### config.mk
export PLATFORM = sky130hd
export DESIGN_NAME = miss_fill_arbiter
export DESIGN_NICKNAME = d
export VERILOG_FILES = /design/src/rtl/miss_fill_arbiter.sv
export SDC_FILE = /design/constraint.sdc
export NUM_CORES = 1
export LEC_CHECK = 0
export CAP_MARGIN = 10
export CELL_PAD_IN_SITES_DETAIL_PLACEMENT = 0
export CELL_PAD_IN_SITES_GLOBAL_PLACEMENT = 1
export CORE_UTILIZATION = 28
export CTS_BUF_LIST = sky130_fd_sc_hd__clkbuf_8 sky130_fd_sc_hd__clkbuf_16
export DETAILED_ROUTE_END_ITERATION = 16
export PLACE_DENSITY_LB_ADDON = 0.15
export RECOVER_POWER = 25
export SYNTH_ARGS = -nofsm -noshare
export SYNTH_HDL_FRONTEND = slang
export SYNTH_SLANG_ARGS = --single-unit
### constraint.sdc
create_clock -name clk -period 2.6 [get_ports clk]
set_input_delay 0.65 -clock clk [delete_from_list [all_inputs] [get_ports clk]]
set_output_delay 0.65 -clock clk [all_outputs]
set_load 0.05 [all_outputs]
### src/rtl/miss_fill_arbiter.sv
// ---------------------------------------------------------------------------
// miss_fill_arbiter
//
// Purpose:
//   Owns the single main-memory port of the I/D cache subsystem. Arbitrates
//   I-cache misses, D-cache misses and D-side store write-throughs. For a
//   miss it issues eight word reads of the 16-byte block, streams every
//   returned word into the requesting cache's data array, and then issues a
//   single tag write for that cache. A write-through is one memory write cycle
//   that is acknowledged back to the D side.
//
//   Grant priority in IDLE is dmiss > dwt > imiss. A store that misses is
//   therefore allocated (filled) before its write-through is performed.
//
// Ports:
//   clk           rising-edge clock
//   rst           asynchronous, active-high reset
//   imiss_req     I-cache miss (level, held until itag_we)
//   imiss_addr    I-side miss byte address
//   dmiss_req     D-cache miss (level, held until dtag_we)
//   dmiss_addr    D-side miss byte address
//   dwt_req       D-side write-through (level, held until dwt_ack)
//   dwt_addr      write-through byte address
//   dwt_data      write-through data
//   mem_data_vld  memory read data valid
//   mem_rdata     memory read data
//   mem_addr      memory address
//   mem_wdata     memory write data
//   mem_enable    memory access strobe
//   mem_wr        1 = write, 0 = read (qualified by mem_enable)
//   fill_word     word written into the cache data array
//   fill_sel      one-hot word select within the block (0 when no fill)
//   ifill_we      I-cache data-array write enable
//   dfill_we      D-cache data-array write enable
//   itag_we       I-cache tag write strobe
//   dtag_we       D-cache tag write strobe
//   fill_tag      tag of the filled block (latched addr[15:10])
//   fill_index    set index of the filled block (latched addr[9:4])
//   dwt_ack       write-through performed this cycle
//   busy          arbiter occupied; caches stall
//
// States:
//   state     | meaning
//   S_IDLE    | waiting for a request; arbitrates dmiss > dwt > imiss
//   S_WRITE   | one memory write cycle for a write-through, dwt_ack high
//   S_ISSUE   | issuing the 8 word reads of the block, collecting early data
//   S_COLLECT | all reads issued, collecting the remaining read data
//   S_DONE    | one tag write cycle for the filled side
// ---------------------------------------------------------------------------
module miss_fill_arbiter (
  input  logic        clk,
  input  logic        rst,
  input  logic        imiss_req,
  input  logic [15:0] imiss_addr,
  input  logic        dmiss_req,
  input  logic [15:0] dmiss_addr,
  input  logic        dwt_req,
  input  logic [15:0] dwt_addr,
  input  logic [15:0] dwt_data,
  input  logic        mem_data_vld,
  input  logic [15:0] mem_rdata,
  output logic [15:0] mem_addr,
  output logic [15:0] mem_wdata,
  output logic        mem_enable,
  output logic        mem_wr,
  output logic [15:0] fill_word,
  output logic [7:0]  fill_sel,
  output logic        ifill_we,
  output logic        dfill_we,
  output logic        itag_we,
  output logic        dtag_we,
  output logic [5:0]  fill_tag,
  output logic [5:0]  fill_index,
  output logic        dwt_ack,
  output logic        busy
);

  typedef enum logic [2:0] {
    S_IDLE    = 3'd0,
    S_WRITE   = 3'd1,
    S_ISSUE   = 3'd2,
    S_COLLECT = 3'd3,
    S_DONE    = 3'd4
  } state_t;

  state_t      state;
  logic        side_d;     // 1 = current fill belongs to the D cache
  logic [15:4] blk_addr;   // block address of the current fill
  logic [2:0]  icnt;       // word currently being issued
  logic [2:0]  rcnt;       // next word slot to receive data
  logic        rdone;      // all 8 words received before the last issue

  logic        collecting;
  logic        fill_hit;
  logic        last_vld;
  logic [2:0]  icnt_nxt;

  // The byte/word offset of a miss address is irrelevant: the whole block is
  // always fetched starting at word 0.
  logic        unused_offset_bits;
  assign unused_offset_bits = ^{imiss_addr[3:0], dmiss_addr[3:0]};

  assign collecting = (state == S_ISSUE) || (state == S_COLLECT);
  // Once all 8 words are in, further valids (possible only with a memory
  // faster than the issue rate) must not overwrite word 0 again.
  assign fill_hit   = collecting && mem_data_vld && !rdone;
  assign last_vld   = fill_hit && (rcnt == 3'd7);
  assign icnt_nxt   = icnt + 3'd1;

  // Data-array writes happen in the same cycle as the returning data, so
  // these are decoded from the live valid rather than registered.
  assign ifill_we   = fill_hit && !side_d;
  assign dfill_we   = fill_hit &&  side_d;
  assign fill_word  = fill_hit ? mem_rdata : 16'h0000;
  assign fill_sel   = fill_hit ? (8'b0000_0001 << rcnt) : 8'h00;

  assign busy       = (state != S_IDLE);

  always_ff @(posedge clk or posedge rst) begin
    if (rst) begin
      state      <= S_IDLE;
      side_d     <= 1'b0;
      blk_addr   <= '0;
      icnt       <= 3'd0;
      rcnt       <= 3'd0;
      rdone      <= 1'b0;
      mem_addr   <= 16'h0000;
      mem_wdata  <= 16'h0000;
      mem_enable <= 1'b0;
      mem_wr     <= 1'b0;
      itag_we    <= 1'b0;
      dtag_we    <= 1'b0;
      fill_tag   <= 6'h00;
      fill_index <= 6'h00;
      dwt_ack    <= 1'b0;
    end else begin
      dwt_ack <= 1'b0;
      itag_we <= 1'b0;
      dtag_we <= 1'b0;

      if (fill_hit) begin
        rcnt <= rcnt + 3'd1;
      end

      case (state)
        S_IDLE: begin
          if (dmiss_req) begin
            side_d     <= 1'b1;
            blk_addr   <= dmiss_addr[15:4];
            mem_addr   <= {dmiss_addr[15:4], 4'h0};
            mem_enable <= 1'b1;
            mem_wr     <= 1'b0;
            icnt       <= 3'd0;
            rcnt       <= 3'd0;
            rdone      <= 1'b0;
            state      <= S_ISSUE;
          end else if (dwt_req) begin
            mem_addr   <= dwt_addr;
            mem_wdata  <= dwt_data;
            mem_enable <= 1'b1;
            mem_wr     <= 1'b1;
            dwt_ack    <= 1'b1;
            state      <= S_WRITE;
          end else if (imiss_req) begin
            side_d     <= 1'b0;
            blk_addr   <= imiss_addr[15:4];
            mem_addr   <= {imiss_addr[15:4], 4'h0};
            mem_enable <= 1'b1;
            mem_wr     <= 1'b0;
            icnt       <= 3'd0;
            rcnt       <= 3'd0;
            rdone      <= 1'b0;
            state      <= S_ISSUE;
          end
        end

        S_WRITE: begin
          mem_addr   <= 16'h0000;
          mem_wdata  <= 16'h0000;
          mem_enable <= 1'b0;
          mem_wr     <= 1'b0;
          state      <= S_IDLE;
        end

        S_ISSUE: begin
          if (icnt == 3'd7) begin
            mem_addr   <= 16'h0000;
            mem_enable <= 1'b0;
            if (rdone || last_vld) begin
              itag_we    <= !side_d;
              dtag_we    <= side_d;
              fill_tag   <= blk_addr[15:10];
              fill_index <= blk_addr[9:4];
              state      <= S_DONE;
            end else begin
              state <= S_COLLECT;
            end
          end else begin
            icnt     <= icnt_nxt;
            mem_addr <= {blk_addr, icnt_nxt, 1'b0};
            if (last_vld) begin
              rdone <= 1'b1;
            end
          end
        end

        S_COLLECT: begin
          if (last_vld) begin
            itag_we    <= !side_d;
            dtag_we    <= side_d;
            fill_tag   <= blk_addr[15:10];
            fill_index <= blk_addr[9:4];
            state      <= S_DONE;
          end
        end

        S_DONE: begin
          state <= S_IDLE;
        end

        default: begin
          state <= S_IDLE;
        end
      endcase
    end
  end

endmodule

==> results of run 1 <==
cells in the final DEF (no fill, tap or decap), drive strengths merged, types with 2 or more instances in the layout:
cell             n
inv              7
a211o           12
clkbuf          13
buf             44
a32oi           13
a22o             4
nand2           61
clkdlybuf4s50  124
nand2b          12
nor2b           17
a21oi            5
and2            20
o21ai           46
nor4b            3
clkinvlp         2
mux2            13
ha               8
a211oi           2
dfrtp           72
mux2i           14
a31oi            2
clkinv           2
nor2            10
and3             7
nor3             4
sequential cells by signal, indices dropped and copies added, names as in the netlist:
| signal | count |
|---|---|
| mem_wr | 1 |
| blk_addr | 12 |
| dtag_we | 1 |
| icnt | 3 |
| itag_we | 1 |
| dwt_ack | 1 |
| rdone | 1 |
| mem_addr | 16 |
| mem_enable | 1 |
| mem_wdata | 16 |
| side_d | 1 |
| fill_index | 6 |
| rcnt | 3 |
| fill_tag | 6 |
| state | 3 |
worst min path at each step:
stage | endpoint | slack, ns
after floorplan | itag_we | 0.45
after global placement | mem_addr[14] | 0.47
after detailed placement | mem_addr[14] | 0.47
after CTS | mem_addr[14] | 0.48
after global routing | fill_tag[2] | 0.50
final | mem_addr[14] | 0.48
final cells by class:
type / count / area [um2]
tap: 172 / 215
timing repair buffer: 171 / 1960
multi-input combinational: 265 / 1730
clock inverter: 5 / 38.8
sequential: 72 / 1800
clock buffer: 11 / 253
inverter: 6 / 23.8
fill: 1228 / 6640
Yosys cell counts, drive strengths merged (3+ instances only):
master  instances
a22o            4
nor3            4
and2           20
inv             6
o21ai          46
a211o          12
mux2i          14
nor2b          17
clkbuf         13
and3            7
ha              8
nor4b           3
nand2          61
nor2           10
mux2           13
dfrtp          72
a32oi          13
nand2b         12
a21oi           5
buf            14
power by group:
group	total, mW	switching [mW]	internal (mW)
combinational	4.31	2.64	1.67
clock	1.18	0.479	0.705
sequential	1.98	0.363	1.62
metal layers:
| layer | up-vias | GRT usage (%) | part of all wire (%) |
|---|---|---|---|
| met5 | - | 0 | 0 |
| met4 | 0 | 3.85 | 0.60 |
| met3 | 4 | 4.46 | 7.3 |
| met2 | 98 | 26.7 | 49 |
| met1 | 1525 | 19.1 | 43 |
| li1 | 1600 | - | - |
cells by family after synthesis:
group	count (synthesis)
fa+ha+maj	8
xor+xnor	2
buf+inv	33
compound gates	90
simple gates	138
flops	72
mux	27
worst reg2reg max path, stage by stage, from the launching register on:
cell and delay, ns:
sky130_fd_sc_hd__dfrtp_1 0.42, sky130_fd_sc_hd__ha_1 0.21, sky130_fd_sc_hd__ha_1 0.15, sky130_fd_sc_hd__nand2_1 0.13
sky130_fd_sc_hd__mux2_2 0.32, sky130_fd_sc_hd__nor4b_4 0.27, sky130_fd_sc_hd__buf_4 0.24, sky130_fd_sc_hd__mux2_1 0.34
==> run summary, run 1 <==
Job
* 0 — max capacitance violation total

Synthesis
* sky130_fd_sc_hd__dfrtp_1 — dominant cell type by area after synthesis
* 0.479% — xor and xnor fraction of the mapped netlist area
* 49.2% — Synth top area share
* 9.89 um2 — mean area per synthesized cell
* 7.83% — fraction of synthesized area in multiplexers
* 49.2% — sequential element share of the synthesized area
* 19.6% — basic-gate share of the synthesized area counting and, or, nand and nor cells
* 370 — cells after synthesis
* simple AND/OR/NAND/NOR gates — largest family of logic cells by synthesized area
* 72 — Yosys reg bits
* 3660 um2 — area of the mapped netlist
* 40 — count of distinct cell types in the synthesized netlist
* 0 — yosys warns
* sky130_fd_sc_hd__dfrtp_1 — Most used DFF post-synth
* 100% — Async S/R FF share, synth
* sky130_fd_sc_hd__dfrtp_1 49%, sky130_fd_sc_hd__nand2_1 6.3%, sky130_fd_sc_hd__o21ai_0 6.2%, sky130_fd_sc_hd__mux2i_1 3.8%, sky130_fd_sc_hd__and2_1 3.4% — leading cell types by total area after synthesis
* 2.74% — Synth Area in Adders
* 0 — count of flip-flops with a built-in enable after synthesis
* 464 — net count after synthesis
* 16.0% — compound-cell area share of the yosys netlist

Floorplan
* 116 um — horizontal die dimension
* 13,500 um2 — overall die area
* 116 um — height of the die
* 12,700 um2 — Floorplan Core Area
* 41 — Placement Rows
* 28.9% — initial core utilization
* 162 — count of boundary I/O pins

Worst setup path
* in2out — Crit Path Class
* sky130_fd_sc_hd__clkdlybuf4s50_1 — Max stage delay cell, worst path
* 1.90 ns — arrival time reported for the critical path endpoint
* input port — crit start category
* fill_tag[4] — worst r2r dst
* 3 — CP bufs+invs
* 7 — depth of the worst register-to-register path
* fill_sel[4] — critical path endpoint
* clkdlybuf4s50_1 -> and3_1 -> buf_12 -> and3_1 -> buf_12 — ordered cell list for the critical path
* output pin — element type at the critical path end
* 0.51 ns — peak per-stage delay on the critical path
* rcnt[0] — worst flop-to-flop path startpoint
* 5 — WP depth
* 1.95 ns — Worst EP required
* mem_data_vld — beginning of the critical path
* 28 — CP Max Fanout
* 0.41 ns — worst reg2reg setup slack
* buffers and inverters — cell family with most CP delay

Place
* 5760 um2 — dpl cell area
* 0.0160 ns — worst setup timing slack at the placement stage
* 7.72 mm — HPWL reported at the end of detailed placement
* 0.757 — GPL Wtd Cong
* 153 — number of I/O port buffers
* 686 — count of placed standard cells including taps

Routing
* 0 — number of nets still failing antenna checks after routing
* 4.60 — vias per std cell
* 4 — TritonRoute pass-1 iters
* 3,227 — total via count in the routed design
* 14.6 um — average wire length per cell after detail routing
* 105 — initial DRC count
* 0 — count of unresolved DRC violations after routing
* 10.2 mm — Total Routed Length

Power and ir drop
* 574 uV — Max rail drop VDD
* 1240 nW/um2 — power per standard cell area
* 2.58 nW — Leak Pwr
* 7.47 mW — Total Power Consumption

Finish
* 64.8% — layout overhead on the synthesized area
* 702 — number of non-filler instances in the completed layout
* 0 — number of antenna repair diodes
* 13.8% — share of final-layout standard cells stronger than drive strength 1
* 619 — final-stage net count
* 6030 um2 — area of all placed cells without fillers
* 47.6% — share of the core filled with cells in the final layout

STA
* 98.1% — period utilization
* yes — RSZ-0062 raised after global routing
* 0 — count of endpoints failing hold in the final timing report
* 0 — Final setup viols
* 1.41 ns — slew at the pin closest to its max-slew limit
* 0 ns — TNS Setup
* 6.26% — relative slew slack
* 0.00837 ns — worst setup skew after layout
* 0 — Slew Viols, Final
* 0.479 ns — worst hold margin
* 392 MHz — top achievable clock speed
* 0.0504 ns — final worst-path setup slack
* 2.55 ns — fin crit period

Worst hold path
* mem_addr[14] — startpoint of the lowest-slack hold path
* 2 — hold-critical path depth
* reg2reg — Hold/Removal Path Class

Clock network
* done — TritonCTS clock tree
* 0 — post-cts hold buffer count
* 0.05 ns — post-CTS clock slew at the launch and capture registers of the worst setup and hold paths
* 0 — post-CTS sizing
* 0.33 ns — later-pin clock latency in the skew report
* 0 — total setup buffers inserted after CTS
* 9 — CTS buffer count
* 72 — clock sink count
* 3 — H-tree level count
* sky130_fd_sc_hd__clkbuf_16 — root buffer cell
* 2 — buffer depth of the longest clock path

GRT
* 16.1 mm — wire length of the first global-routing pass
* 15.5% — Overall Global Routing Usage
* 47 — largest net degree at the start of global routing
* 3,167 — number of global-route vias before repair
* 0 — leftover overflow at the end of global routing
* 0 — antenna violations before repair

Status
* complete, no violations — result of the run

(Power assumes the default switching activity.)
==> run 2: changes to the inputs <==
CELL_PAD_IN_SITES_DETAIL_PLACEMENT = 1   (was 0)
CORE_ASPECT_RATIO = 0.5   (was default)
==> run summary, run 2 (synthesis results as in run 1) <==
STA
* 98.0% — period utilization
* 0 ns — TNS Setup
* 30.9% — relative slew slack
* 2.55 ns — fin crit period
* 392 MHz — top achievable clock speed
* 0 — count of endpoints failing hold in the final timing report
* 0.0104 ns — worst setup skew after layout
* 0 — Final setup viols
* yes — RSZ-0062 raised after global routing
* 1.03 ns — slew at the pin closest to its max-slew limit
* 0 — Slew Viols, Final

Worst setup path
* rcnt[0] — worst flop-to-flop path startpoint
* output pin — element type at the critical path end
* in2out — Crit Path Class
* sky130_fd_sc_hd__clkdlybuf4s50_1 — Max stage delay cell, worst path
* 7 — depth of the worst register-to-register path
* 1.95 ns — Worst EP required
* 0.50 ns — peak per-stage delay on the critical path
* 1.90 ns — arrival time reported for the critical path endpoint
* 28 — CP Max Fanout
* fill_index[2] — worst r2r dst
* clkdlybuf4s50_1 -> and3_1 -> buf_12 -> and3_1 -> buf_12 — ordered cell list for the critical path
* input port — crit start category
* 0.43 ns — worst reg2reg setup slack

GRT
* 16.9% — Overall Global Routing Usage
* 0 — leftover overflow at the end of global routing
* 17.9 mm — wire length of the first global-routing pass
* 0 — antenna violations before repair
* 30 — largest net degree at the start of global routing
* 3,414 — number of global-route vias before repair

Floorplan
* 12,700 um2 — Floorplan Core Area
* 29 — Placement Rows
* 28.8% — initial core utilization
* 13,600 um2 — overall die area
* 82.8 um — height of the die
* 162 — count of boundary I/O pins
* 164 um — horizontal die dimension

Power and ir drop
* 46.9% — switching part of the total
* 637 uV — Max rail drop VDD
* 26.6% — power share of the sequential group
* 3.99 mW — total internal power
* 15.0% — clock network fraction of design power
* 3.52 mW — switching power total
* 2.57 nW — Leak Pwr
* 1250 nW/um2 — power per standard cell area
* 58.4% — part of the power in combinational logic

Routing
* 0 — number of nets still failing antenna checks after routing
* 10.9 mm — Total Routed Length
* 8 — TritonRoute pass-1 iters
* 4.70 — vias per std cell
* 3,282 — total via count in the routed design
* 0 — count of unresolved DRC violations after routing
* 141 — initial DRC count
* 15.7 um — average wire length per cell after detail routing

Worst hold path
* reg2reg — Hold/Removal Path Class
* mem_addr[6] — startpoint of the lowest-slack hold path
* 2 — hold-critical path depth
* mem_addr[6] — Worst Hold Endpoint

Clock network
* sky130_fd_sc_hd__clkbuf_16 — root buffer cell
* 72 — clock sink count
* 0.06 ns — post-CTS clock slew at the launch and capture registers of the worst setup and hold paths
* 2 — buffer depth of the longest clock path
* done — TritonCTS clock tree
* 0 — post-cts hold buffer count
* 0.33 ns — later-pin clock latency in the skew report
* 3 — H-tree level count
* 9 — CTS buffer count

Status
* complete, no violations — result of the run

Place
* 0.721 — GPL Wtd Cong
* 8.26 mm — HPWL reported at the end of detailed placement
* 153 — number of I/O port buffers
* 683 — count of placed standard cells including taps

Finish
* 1740 um2 — multi-input combinational cell area
* mem_addr (16), mem_wdata (16), blk_addr (12) — biggest regs
* 64.8% — layout overhead on the synthesized area
* 698 — number of non-filler instances in the completed layout
* 0 — number of antenna repair diodes
* 47.5% — share of the core filled with cells in the final layout
* 1800 um2 — Sequential cell area
* 13.8% — share of final-layout standard cells stronger than drive strength 1
* 124 x sky130_fd_sc_hd__clkdlybuf4s50_1, 71 x sky130_fd_sc_hd__dfrtp_1, 61 x sky130_fd_sc_hd__nand2_1 — commonest cells after routing, fill and taps aside
* sky130_fd_sc_hd__clkdlybuf4s50_1 — leading cell type in the layout, fill and taps excluded
* 618 — final-stage net count
* 1,405 — fill cell total of the finished layout

Job
* 0 — max capacitance violation total

==> run 2: power groups by stage <==
stage	Sequential, mW	Clock [mW]	Combinational (mW)
after floorplan	2.97	0	1.68
after global placement	2.00	0	4.37
after detailed placement	2.02	0	4.44
after CTS	2.00	1.17	4.46
after global routing	2.07	1.21	4.71
final	2.00	1.13	4.39
==> run 2: metal layers <==
metal / GRT usage (%) / up-vias / wire length, um
li1: - / 1591 / -
met3: 4.20 / 10 / 563
met2: 28.3 / 81 / 5240
met5: 0 / - / 0
met4: 4.80 / 0 / 123
met1: 21.5 / 1600 / 5020
==> run 2: stage by stage <==
step                      worst slack, ns  hold WS, ns  cell area [um2]  total power [mW]
after global routing            -0.000129        0.507             6030              7.99
after floorplan                     0.125        0.451             3660              4.66
after CTS                          0.0394        0.488             6030              7.62
after detailed placement           0.0447        0.474             5760              6.45
after global placement             0.0606        0.466             5760              6.37
final                              0.0522        0.482             6030              7.52
==> run 2: worst max-delay path by stage <==
stage,start,to,slack [ns],cells past startpoint
6_report,mem_data_vld,fill_sel[0],0.05,5
5_1_grt,mem_data_vld,fill_sel[1],-0.0001,5
4_1_cts,mem_data_vld,fill_sel[0],0.04,5
3_5_place_dp,mem_data_vld,fill_sel[0],0.04,5
3_3_place_gp,mem_data_vld,fill_sel[6],0.06,5
2_1_floorplan,rst,blk_addr[10],0.13,1
==> run 2: what timing repair did <==
action / CTS / global route
setup buffers: 0 / 0
setup endpoints to repair: 0 / 11
gates resized for setup: 0 / 3
==> run 2: final cells by class <==
cell class | count | area share [%]
tap | 170 | 3.53
sequential | 72 | 29.9
inverter | 6 | 0.394
clock inverter | 5 | 0.560
timing repair buffer | 170 | 32.8
clock buffer | 10 | 3.96
multi-input combinational | 265 | 28.8
==> run 2: critical path, delay by kind of cell <==
kind | cells | cell delay (ns)
and+or+nand+nor | 2 | 0.43
buffers and inverters | 3 | 0.82
